$ cat config.mk
export PLATFORM = sky130hd
export DESIGN_NAME = tx_engine_gowin_bridge
export DESIGN_NICKNAME = d
export VERILOG_FILES = /design/src/rtl/gowin_tl_pkg.sv /design/src/rtl/tl_skid_buffer.sv /design/src/rtl/tx_engine_gowin_bridge.sv
export SDC_FILE = /design/constraint.sdc
export NUM_CORES = 1
export LEC_CHECK = 0
export CAP_MARGIN = 15
export CORE_UTILIZATION = 40
export CTS_CLUSTER_SIZE = 30
export DETAILED_ROUTE_END_ITERATION = 7
export PLACE_DENSITY = 0.64
export SETUP_SLACK_MARGIN = 0.1
export SYNTH_ARGS = -nofsm -noshare
export SYNTH_HDL_FRONTEND = slang
export SYNTH_SLANG_ARGS = --single-unit
export TNS_END_PERCENT = 1
$ cat constraint.sdc
create_clock -name CLK -period 2.8 [get_ports CLK]
set_input_delay 0.56 -clock CLK [delete_from_list [all_inputs] [get_ports CLK]]
set_output_delay 0.56 -clock CLK [all_outputs]
set_load 0.03 [all_outputs]
$ cat src/rtl/gowin_tl_pkg.sv
// Shared types and helpers for the RIFFA-to-Gowin TL transmit bridge.
package gowin_tl_pkg;

  localparam int C_DW_PER_BEAT = 8;
  localparam int C_TL_DATA_W   = C_DW_PER_BEAT * 32;
  localparam int C_OFFSET_W    = 3;

  typedef struct packed {
    logic [C_TL_DATA_W-1:0]   data;
    logic                     sop;
    logic                     eop;
    logic [C_DW_PER_BEAT-1:0] mask;
  } tl_tx_beat_t;

  typedef enum logic {
    IDLE,
    IN_PKT
  } tx_frame_state_e;

  // Dwords lo..hi inclusive; an inverted range yields an empty mask.
  function automatic logic [C_DW_PER_BEAT-1:0] dw_mask(input logic [C_OFFSET_W-1:0] lo,
                                                        input logic [C_OFFSET_W-1:0] hi);
    logic [C_DW_PER_BEAT-1:0] m;
    for (int i = 0; i < C_DW_PER_BEAT; i++) begin
      m[i] = (C_OFFSET_W'(i) >= lo) && (C_OFFSET_W'(i) <= hi);
    end
    return m;
  endfunction

endpackage

$ cat src/rtl/tl_skid_buffer.sv
// Two-entry skid buffer: output register plus one overflow register.
// Output payload is cleared whenever the output register is empty.
module tl_skid_buffer #(
  parameter int W = 8
) (
  input  logic         clk_i,
  input  logic         rst_i,
  input  logic         in_valid_i,
  input  logic [W-1:0] in_data_i,
  output logic         in_ready_o,
  output logic         out_valid_o,
  output logic [W-1:0] out_data_o,
  input  logic         out_wait_i
);

  logic [W-1:0] out_q, skid_q;
  logic         out_valid_q, skid_valid_q, ready_q;
  logic         push, pop;

  assign push = in_valid_i & ready_q;
  assign pop  = out_valid_q & ~out_wait_i;

  always_ff @(posedge clk_i) begin
    if (rst_i) begin
      out_q        <= '0;
      skid_q       <= '0;
      out_valid_q  <= 1'b0;
      skid_valid_q <= 1'b0;
      ready_q      <= 1'b0;
    end else if (pop || !out_valid_q) begin
      // Output slot frees up: skid has priority, otherwise take the new beat directly.
      ready_q <= 1'b1;
      if (skid_valid_q) begin
        out_q        <= skid_q;
        out_valid_q  <= 1'b1;
        skid_valid_q <= 1'b0;
      end else if (push) begin
        out_q       <= in_data_i;
        out_valid_q <= 1'b1;
      end else begin
        out_q       <= '0;
        out_valid_q <= 1'b0;
      end
    end else if (push) begin
      skid_q       <= in_data_i;
      skid_valid_q <= 1'b1;
      ready_q      <= 1'b0;
    end else begin
      ready_q <= ~skid_valid_q;
    end
  end

  assign in_ready_o  = ready_q;
  assign out_valid_o = out_valid_q;
  assign out_data_o  = out_q;

endmodule

$ cat src/rtl/tx_engine_gowin_bridge.sv
// RIFFA TX stream to Gowin PCIe TL transmit port: offset-to-mask conversion,
// framing check, skid-buffered handshake and transmitted-packet counter.
module tx_engine_gowin_bridge
  import gowin_tl_pkg::*;
#(
  parameter int C_PCI_DATA_WIDTH = 256,
  parameter int C_PKT_CNT_W      = 16
) (
  input  logic                        CLK,
  input  logic                        RST_IN,
  input  logic [C_PCI_DATA_WIDTH-1:0] TX_TLP,
  input  logic                        TX_TLP_VALID,
  input  logic                        TX_TLP_START_FLAG,
  input  logic [C_OFFSET_W-1:0]       TX_TLP_START_OFFSET,
  input  logic                        TX_TLP_END_FLAG,
  input  logic [C_OFFSET_W-1:0]       TX_TLP_END_OFFSET,
  output logic                        TX_TLP_READY,
  output logic [C_PCI_DATA_WIDTH-1:0] TL_TX_DATA,
  output logic                        TL_TX_SOP,
  output logic                        TL_TX_EOP,
  output logic [C_DW_PER_BEAT-1:0]    TL_TX_VALID,
  input  logic                        TL_TX_WAIT,
  output logic                        ERR_FRAMING,
  output logic [C_PKT_CNT_W-1:0]      PKT_COUNT
);

  tx_frame_state_e          state_q;
  logic                     err_q;
  logic [C_PKT_CNT_W-1:0]   cnt_q;
  logic                     accept, fwd_d, viol_d, out_valid, ready;
  logic [C_OFFSET_W-1:0]    lo_d, hi_d;
  logic [C_DW_PER_BEAT-1:0] mask_d;
  tl_tx_beat_t              beat_d, beat_out;

  assign accept = TX_TLP_VALID & ready;

  always_comb begin
    lo_d        = TX_TLP_START_FLAG ? TX_TLP_START_OFFSET : '0;
    hi_d        = TX_TLP_END_FLAG ? TX_TLP_END_OFFSET : C_OFFSET_W'(C_DW_PER_BEAT - 1);
    mask_d      = dw_mask(lo_d, hi_d);
    beat_d.data = TX_TLP;
    beat_d.sop  = TX_TLP_START_FLAG;
    beat_d.eop  = TX_TLP_END_FLAG;
    beat_d.mask = mask_d;
    fwd_d       = 1'b0;
    viol_d      = 1'b0;
    if (accept) begin
      if (mask_d == '0) begin
        viol_d = 1'b1;
      end else if (state_q == IDLE && !TX_TLP_START_FLAG) begin
        viol_d = 1'b1;
      end else begin
        // A restart inside a packet is flagged but still treated as a fresh packet.
        fwd_d  = 1'b1;
        viol_d = (state_q == IN_PKT) && TX_TLP_START_FLAG;
      end
    end
  end

  always_ff @(posedge CLK) begin
    if (RST_IN) begin
      state_q <= IDLE;
      err_q   <= 1'b0;
    end else begin
      err_q <= viol_d;
      if (fwd_d) begin
        state_q <= TX_TLP_END_FLAG ? IDLE : IN_PKT;
      end
    end
  end

  always_ff @(posedge CLK) begin
    if (RST_IN) begin
      cnt_q <= '0;
    end else if (out_valid && !TL_TX_WAIT && beat_out.eop) begin
      cnt_q <= cnt_q + 1'b1;
    end
  end

  tl_skid_buffer #(
    .W($bits(tl_tx_beat_t))
  ) u_skid (
    .clk_i      (CLK),
    .rst_i      (RST_IN),
    .in_valid_i (fwd_d),
    .in_data_i  (beat_d),
    .in_ready_o (ready),
    .out_valid_o(out_valid),
    .out_data_o (beat_out),
    .out_wait_i (TL_TX_WAIT)
  );

  assign TX_TLP_READY = ready;
  assign TL_TX_DATA   = beat_out.data;
  assign TL_TX_SOP    = beat_out.sop;
  assign TL_TX_EOP    = beat_out.eop;
  assign TL_TX_VALID  = beat_out.mask;
  assign ERR_FRAMING  = err_q;
  assign PKT_COUNT    = cnt_q;

endmodule

==> impl_metrics.csv, run 1 <==
group,metric,value,unit
timing,skew,0.0238,ns
worst_setup_path,reg2regPathDepth,8,
worst_setup_path,cp-startpoint,"TX_TLP_START_FLAG",
global_route,grtUsageTotal,24.8,%
floorplan,die_area,59400,sq um
power_and_ir_drop,power_density,563,nW/um^2
cells_and_area,multi_input_area,11000,sq um
floorplan,rows,88,
synth,synth_cells,2792,
cts,max-clock-path-buffers,3,
timing,period_share,86.2,%
worst_setup_path,crit_path_start_kind,"primary input",
cts,cts_setup_buffers,0,
synth,yosys.area.top_type_share,47.3,%
global_route,grt_max_degree,147,
cts,htree_num_levels,2,
floorplan,dieWidth,244,um
synth,ys_types,50,
synth,postSynthAreaPerCell,8.38,sq um
synth,synth_top_area_cell,"dfxtp_1",
worst_setup_path,end_kind,"register",
floorplan,ios,552,
routing,wl_per_cell,19.0,um
cts,cts-root-buf,"clkbuf_16",
worst_setup_path,crit_type,"primary input to register",
outcome,status,"finished clean",
cells_and_area,fillers,5187,
timing,hold_slack,0.380,ns
global_route,grt_pass1_vias,21527,
worst_setup_path,reg2reg_from,"state_q",
synth,synth_edf_count,0,
placement,place_area,29800,sq um
placement,io_buffers,551,
cts,clock-sinks,553,
placement,place_congestion,0.860,
floorplan,coreArea,57700,sq um
placement,place_hpwl,50200,um
routing,vias_per_cell,5.47,
cells_and_area,layout.nets,3498,
worst_setup_path,r2r_end,"u_skid.skid_q[223]",
timing,fin_crit,2.41,ns
synth,ys_async_sr_fraction,0,%
worst_setup_path,critPathRequiredTime,3.31,ns
cts,post_cts_resized,0,
routing,ant_nets,0,
cts,postCtsHoldBufs,0,
cells_and_area,areaGrowthSynthToFinish,35.8,%
routing,dr.first_iter.drc_count,1573,
placement,dpl.cell_count,3933,
worst_setup_path,worstPathArrival,2.92,ns
hold_path,min_path_type,"primary input to register",
routing,drc_errors,0,
synth,ys_seq_elements,553,
timing,rsz0062_at_grt,"false",
routing,vias,22116,
power_and_ir_drop,p_leak,11.3,nW
worst_setup_path,cp-endpoint,"u_skid.skid_q[223]",
synth,syn-cell-area,23400,sq um
global_route,grt_pass1_wl,119000,um
flow_run,cap_violations,0,
synth,synth_top_flop_cell,"dfxtp_1",
global_route,globalRouteOverflowTotal,0,
floorplan,initial_core_util,40.5,%
routing,finalWirelength,76700,um
synth,ys.warnings.count,0,
cells_and_area,final_cells,4042,
cells_and_area,seqCellArea,11100,sq um
cells_and_area,design_area,31800,sq um
worst_setup_path,reg2reg_slack,0.59,ns
cells_and_area,final_cell_mix,"dfxtp_1, clkdlybuf4s50_1, nand2_1",
synth,syn_nets,3062,
worst_setup_path,critPathMaxFanout,14,
timing,slew_headroom,39.1,%
cts,clk_pin_slew,0.06,ns
cts,insertion_delay,0.61,ns
synth,synth_area_leaders,"dfxtp_1, mux2i_1, nand2_1",
power_and_ir_drop,total_power,17.9,mW
timing,hold_viol_final,0,
cells_and_area,drive_above_1_share,6.23,%
floorplan,die_h,244,um
timing,max_clock_freq,415,MHz
cts,cts-buffers-inserted,58,
cts,cts_tree,"yes",
routing,drtPass1Iterations,7,
cells_and_area,final_common_cell,"dfxtp_1",
power_and_ir_drop,vdd_drop_max,0.434,mV
timing,setup_viol,0,
timing,drv_slew,0,
timing,worst_pin_slew,0.913,ns
synth,ys_seq_area_share,47.3,%
global_route,antenna_found_initial,9,
-- worst min-delay path by stage --
stage | start | to | cells after the start | slack [ns]
6_report | RST_IN | u_skid.out_data_o[98] | 2 | 0.38
5_1_grt | RST_IN | u_skid.out_data_o[102] | 2 | 0.38
4_1_cts | RST_IN | u_skid.out_data_o[132] | 2 | 0.34
3_5_place_dp | u_skid.skid_q[199] | u_skid.skid_q[199] | 2 | 0.45
3_3_place_gp | u_skid.skid_q[54] | u_skid.skid_q[54] | 2 | 0.44
2_1_floorplan | state_q | state_q | 2 | 0.43
-- cells in the mapped netlist (all sizes together) (2+ instances only) --
cell,instances
nand4,5
nand3,271
mux2,3
nor2,292
a31oi,2
mux2i,260
xnor2,4
and2,2
inv,5
or2,2
a221oi,8
nor3,9
and4,2
a21oi,266
o21ai,3
dfxtp,553
xor2,10
nand2b,2
a211oi,260
nor2b,4
o211ai,3
buf,70
clkbuf,202
nand2,529
o21a,3
and3,4
ha,2
-- final cells by class --
class | instances | share of cell area (%)
Multi-Input combinational cell | 1962 | 34.7
Sequential cell | 553 | 34.9
Inverter | 5 | 0.0827
Clock buffer | 90 | 5.62
Antenna cell | 3 | 0.0236
Timing Repair Buffer | 648 | 21.3
Clock inverter | 16 | 0.418
Tap cell | 765 | 3.01
-- cells by family (layout without fill, tap and decap cells) --
| group | count (synthesis) | in the layout | synth area share (%) |
|---|---|---|---|
| muxes | 263 | 263 | 11.3 |
| buffers and inverters | 277 | 759 | 5.73 |
| xor gates and xnor gates | 14 | 14 | 0.524 |
| adders and majority gates | 2 | 2 | 0.107 |
| AOI/OAI and AO/OA | 555 | 555 | 15.1 |
| other | 0 | 3 | 0 |
| DFF | 553 | 553 | 47.3 |
| and+or+nand+nor | 1128 | 1128 | 20.0 |
-- critical path, cell delays in order --
cell and delay (ns):
clkdlybuf4s50_1 0.49, inv_1 0.08, ha_1 0.21, or2_2 0.31
or4_4 0.44, o21ai_4 0.11, buf_12 0.22, buf_4 0.27
mux2i_1 0.22
-- registers in the layout, indices dropped and copies added (netlist names) --
| register | count |
|---|---|
| u_skid.out_data_o | 266 |
| u_skid.skid_q | 266 |
| PKT_COUNT | 16 |
| ERR_FRAMING | 1 |
| state_q | 1 |
| u_skid.in_ready_o | 1 |
| u_skid.out_valid_o | 1 |
| u_skid.skid_valid_q | 1 |
-- layer usage --
metal  share of wire (%)  vias up  global-route usage, %
li1                    -    10561                      -
met1                  41    10623                   31.0
met2                  47      767                   41.0
met3                 7.5      155                   5.65
met4                 3.6       10                   9.91
met5               0.093        -                      0
-- power breakdown --
part	internal, mW	switching (mW)
Clock	4.54	3.19
Sequential	8.04	0.114
Combinational	0.885	1.11
-- through the flow --
stage | utilization, % | setup WS, ns | TNS (ns)
6_report | 55.1 | 0.388 | 0
5_1_grt | 55.1 | 0.285 | 0
4_1_cts | 55.0 | 0.413 | 0
3_5_place_dp | 51.7 | -0.226 | -35.40
3_3_place_gp | 51.7 | -0.170 | -23.39
2_1_floorplan | - | 0.232 | 0
No activity file was read; power rests on OpenSTA's default activity.
==> run 2, diff against run 1 <==
DONT_BUFFER_PORTS = 1   (was default)
PLACE_DENSITY = 0.52   (was 0.64)
==> impl_metrics.csv, run 2 (synthesis gave the netlist of run 1 again) <==
group,metric,value,unit
worst_setup_path,critPathBufInv,3,
worst_setup_path,crit_chain,"inv_1 -> ha_1 -> or2_2 -> or4_4 -> o21ai_4 -> buf_12 -> buf_4 -> mux2i_1",
cts,clock-sinks,553,
power_and_ir_drop,power_density,665,nW/um^2
worst_setup_path,crit_type,"register to register",
outcome,status,"finished clean",
floorplan,die_h,244,um
floorplan,rows,88,
cts,clk_pin_slew,0.06,ns
placement,place_hpwl,43700,um
floorplan,die_area,59400,sq um
hold_path,min_path_type,"primary input to register",
worst_setup_path,cp-startpoint,"state_q",
worst_setup_path,r2r_end,"u_skid.skid_q[167]",
cells_and_area,areaGrowthSynthToFinish,10.2,%
routing,finalWirelength,71800,um
routing,vias_per_cell,5.65,
cts,cts-buffers-inserted,60,
floorplan,coreArea,57700,sq um
cells_and_area,num_antenna_cells,0,
routing,ant_nets,0,
worst_setup_path,cp-endpoint,"u_skid.skid_q[167]",
floorplan,initial_core_util,40.5,%
timing,period_share,84.2,%
timing,hold_slack,0.0525,ns
placement,io_buffers,0,
cells_and_area,design_area,25800,sq um
floorplan,dieWidth,244,um
timing,fin_setup_tns,0,ns
cts,htree_num_levels,2,
cells_and_area,seqCellArea,11100,sq um
worst_setup_path,crit_path_start_kind,"register",
global_route,grt_pass1_vias,18352,
worst_setup_path,worstPathArrival,2.89,ns
power_and_ir_drop,p_leak,8.99,nW
timing,worst_pin_slew,1.47,ns
global_route,antenna_found_initial,0,
global_route,grt_max_degree,297,
routing,vias,19444,
cells_and_area,drive_above_1_share,5.75,%
cells_and_area,final_common_cell,"dfxtp_1",
timing,max_clock_freq,424,MHz
power_and_ir_drop,power_switching,4.15,mW
power_and_ir_drop,power_frac_clock,45.9,%
worst_setup_path,reg2regPathDepth,8,
cts,cts_setup_buffers,0,
routing,drtPass1Iterations,8,
timing,drv_slew,0,
cts,postCtsHoldBufs,1,
timing,fin_ws,0.444,ns
power_and_ir_drop,power.internal,13.0,mW
cts,max-clock-path-buffers,3,
routing,dr.first_iter.drc_count,1304,
worst_setup_path,critPathMaxStageDelay,0.47,ns
cells_and_area,fillers,5610,
worst_setup_path,cpMaxStageDelayCell,"or4_4",
cts,insertion_delay,0.61,ns
worst_setup_path,critPathRequiredTime,3.34,ns
timing,skew,0.0101,ns
power_and_ir_drop,vdd_drop_max,0.448,mV
placement,place_area,23800,sq um
power_and_ir_drop,power_frac_seq,49.4,%
timing,fin_crit,2.36,ns
power_and_ir_drop,p_sw_share,24.3,%
timing,setup_viol,0,
placement,place_congestion,0.856,
routing,drc_errors,0,
global_route,grt_pass1_wl,111000,um
flow_run,cap_violations,0,
global_route,grtUsageTotal,23.1,%
cts,cts_tree,"yes",
cells_and_area,layout.nets,2900,
worst_setup_path,reg2reg_from,"state_q",
timing,hold_viol_final,0,
power_and_ir_drop,p_comb_share,4.7,%
timing,slew_headroom,1.93,%
floorplan,ios,552,
worst_setup_path,cp_top_family,"simple AND/OR/NAND/NOR gates",
cts,post_cts_resized,0,
worst_setup_path,end_kind,"register",
worst_setup_path,critPathMaxFanout,18,
worst_setup_path,crit_cells,8,
routing,wl_per_cell,20.9,um
global_route,globalRouteOverflowTotal,0,
placement,place_ws,0.164,ns
cts,cts-root-buf,"clkbuf_16",
worst_setup_path,reg2reg_slack,0.44,ns
timing,rsz0062_at_grt,"false",
cells_and_area,final_cell_mix,"dfxtp_1, nand2_1, nor2_1",
cells_and_area,multi_input_area,11000,sq um
[run 2: cell count changes in the layout (fill, tap and decap cells not counted), moves of 3 or more]
cell | previous run | this run
buf_12 | 42 | 29
buf_4 | 55 | 18
clkbuf_1 | 14 | 17
clkbuf_8 | 15 | 19
clkdlybuf4s50_1 | 550 | 0
clkinv_2 | 13 | 7
diode_2 | 3 | 0
[run 2: layer usage]
layer	share of wire (%)	vias up	wire [um]	global-route usage (%)
li1	-	9343	-	-
met1	42	9361	30000	29.0
met2	46	639	33300	37.3
met3	9.5	101	6830	8.33
met4	2.3	0	1680	6.29
met5	0	-	0	0
[run 2: power groups by stage]
stage	combinational (mW)	clock, mW	sequential [mW]
after floorplan	0.681	0	8.56
after global placement	0.787	0	8.63
after detailed placement	0.803	0	8.63
after CTS	0.805	8.08	8.46
after global routing	0.899	8.41	8.47
final	0.807	7.87	8.46
[run 2: worst min path at each step]
stage,from,end,slack [ns],cells past startpoint
after global placement,u_skid.skid_q[29],u_skid.skid_q[29],0.44,2
after detailed placement,u_skid.skid_q[164],u_skid.skid_q[164],0.45,2
after CTS,RST_IN,u_skid.out_data_o[143],0.003,1
after global routing,RST_IN,u_skid.out_data_o[58],0.01,1
final,RST_IN,u_skid.out_data_o[58],0.05,1
after floorplan,state_q,state_q,0.43,2
[run 2: cell type report]
class / count / share of cell area, %
Clock buffer: 98 / 7.28
Clock inverter: 12 / 0.379
Timing Repair Buffer: 48 / 2.82
Sequential cell: 553 / 43.0
Tap cell: 765 / 3.71
Multi-Input combinational cell: 1962 / 42.7
Inverter: 5 / 0.102
[run 2: worst reg2reg max path, cell delays in order, from the launching register on]
cell     delay [ns]
dfxtp_1        0.31
inv_1          0.06
ha_1           0.19
or2_2          0.34
or4_4          0.47
o21ai_4        0.13
buf_12         0.20
buf_4          0.34
mux2i_1        0.24
[run 2: stage by stage]
step	cells	power, mW	utilization, %
3_3_place_gp	3332	9.42	41.2
4_1_cts	3443	17.3	44.7
3_5_place_dp	3332	9.44	41.2
5_1_grt	3443	17.8	44.7
2_1_floorplan	2792	9.24	-
6_report	3443	17.1	44.7
==> run 3, diff against run 2 <==
clock period = 2.2 ns   (was 2.8 ns; I/O delays follow)
==> impl_metrics.csv, run 3 (synthesis gave the netlist of run 1 again) <==
group,metric,value,unit
outcome,status,"complete, but fails checks",
outcome,violations,"hold timing",
worst_setup_path,critPathRequiredTime,2.72,ns
cells_and_area,final_util,51.3,%
power_and_ir_drop,p_sw_share,24.5,%
power_and_ir_drop,p_comb_share,6.9,%
cts,clock-sinks,553,
timing,fin_crit,2.20,ns
routing,wl_per_cell,20.2,um
global_route,grt_pass1_vias,20101,
power_and_ir_drop,power.internal,17.4,mW
timing,setup_viol,0,
power_and_ir_drop,power_frac_clock,46.5,%
cts,cts-buffers-inserted,59,
power_and_ir_drop,vdd_drop_max,0.629,mV
timing,fin_ws,0.00329,ns
cells_and_area,drive_above_1_share,7.81,%
routing,drtPass1Iterations,5,
timing,slew_headroom,31.4,%
cells_and_area,layout.nets,3229,
floorplan,die_h,244,um
global_route,antenna_found_initial,8,
flow_run,cap_violations,0,
worst_setup_path,critPathMaxStageDelay,0.50,ns
global_route,globalRouteOverflowTotal,0,
cts,insertion_delay,0.62,ns
timing,skew,0.0199,ns
timing,drv_slew,0,
cts,cts-root-buf,"clkbuf_16",
floorplan,rows,88,
floorplan,ios,552,
worst_setup_path,crit_path_start_kind,"register",
global_route,grtUsageTotal,24.1,%
placement,place_area,24300,sq um
cells_and_area,design_area,29600,sq um
power_and_ir_drop,power_frac_seq,46.7,%
worst_setup_path,crit_type,"register to register",
placement,place_hpwl,46000,um
routing,ant_nets,0,
worst_setup_path,end_kind,"register",
cts,max-clock-path-buffers,3,
worst_setup_path,worstPathArrival,2.72,ns
power_and_ir_drop,p_leak,10.7,nW
power_and_ir_drop,power_switching,5.66,mW
timing,hold_viol_final,15,
floorplan,initial_core_util,40.5,%
cells_and_area,final_cell_mix,"dfxtp_1, nand2_1, nor2_1",
placement,place_congestion,0.824,
power_and_ir_drop,total_power,23.1,mW
global_route,grt_max_degree,297,
timing,fin_setup_tns,0,ns
routing,drc_errors,0,
placement,io_buffers,0,
floorplan,coreArea,57700,sq um
timing,rsz0062_at_grt,"true",
placement,place_ws,-0.0884,ns
timing,worst_pin_slew,1.03,ns
hold_path,min_path_type,"primary input to register",
routing,finalWirelength,76300,um
routing,vias_per_cell,5.56,
power_and_ir_drop,power_density,779,nW/um^2
global_route,grt_pass1_wl,116000,um
worst_setup_path,cpMaxStageDelayCell,"or4_4",
timing,max_clock_freq,455,MHz
worst_setup_path,crit_chain,"inv_2 -> ha_4 -> or2_4 -> or4_4 -> o21ai_4 -> buf_12 -> buf_16 -> mux2i_1",
timing,hold_slack,-0.0564,ns
cts,cts_tree,"yes",
worst_setup_path,critPathMaxFanout,18,
routing,dr.first_iter.drc_count,1472,
cts,clk_pin_slew,0.06,ns
cells_and_area,final_common_cell,"dfxtp_1",
floorplan,dieWidth,244,um
cts,htree_num_levels,2,
floorplan,die_area,59400,sq um
routing,vias,21009,
timing,period_share,99.9,%
cells_and_area,areaGrowthSynthToFinish,26.5,%
run 3: critical path, delay by kind of cell (launching register included):
| family | cells | cell delay (ns) |
|---|---|---|
| and+or+nand+nor | 2 | 0.73 |
| buffers and inverters | 3 | 0.48 |
| adders and majority gates | 1 | 0.15 |
| muxes | 1 | 0.21 |
| DFF | 1 | 0.32 |
| AOI/OAI and AO/OA | 1 | 0.21 |
run 3: routing by layer:
layer | track usage (%) | vias to the layer above | routed length [um]
met5 | 0 | - | 17
met4 | 9.08 | 2 | 2360
met3 | 6.28 | 134 | 6160
met2 | 39.2 | 723 | 35800
li1 | - | 10048 | -
met1 | 30.4 | 10102 | 32000
run 3: layout make-up:
class                   instances  area, sq um
diodes                          7         17.5
clock buffers                  83         1700
fillers                      5342        28100
inverters                       5         31.3
clock inverters                28          378
multi-input cells            1962        11100
well taps                     765          957
flip-flops and latches        553        11100
repair buffers                378         4370
run 3: final timing paths:
kind	to	slack, ns	cells after the start	startpoint
setup / recovery	u_skid.skid_q[201]	0.003	8	state_q
hold / removal	u_skid.out_data_o[228]	-0.06	1	RST_IN
setup reg to reg	u_skid.skid_q[201]	0.003	8	state_q
hold reg to reg	u_skid.skid_q[190]	0.46	2	u_skid.skid_q[190]
run 3: stage by stage:
stage / instances / hold slack, ns
final: 3781 / -0.0564
after CTS: 3762 / -0.120
after global placement: 3378 / 0.441
after detailed placement: 3378 / 0.446
after floorplan: 2792 / 0.435
after global routing: 3781 / -0.130
run 3: power groups by stage:
stage	clock network, mW	registers, mW	logic, mW
2_1_floorplan	0	10.9	0.877
3_3_place_gp	0	11.0	1.04
3_5_place_dp	0	11.0	1.06
4_1_cts	10.9	10.8	1.55
5_1_grt	11.3	10.8	1.73
6_report	10.7	10.8	1.58
run 3: timing repair:
item / CTS / global route
hold buffers: 267 / 1
endpoints found under the setup margin: 217 / 275
cloned: 2 / 8
hold endpoints to repair: 547 / 237
pin swaps: 0 / 3
buffers inserted: 4 / 3
gates resized for setup: 19 / 22
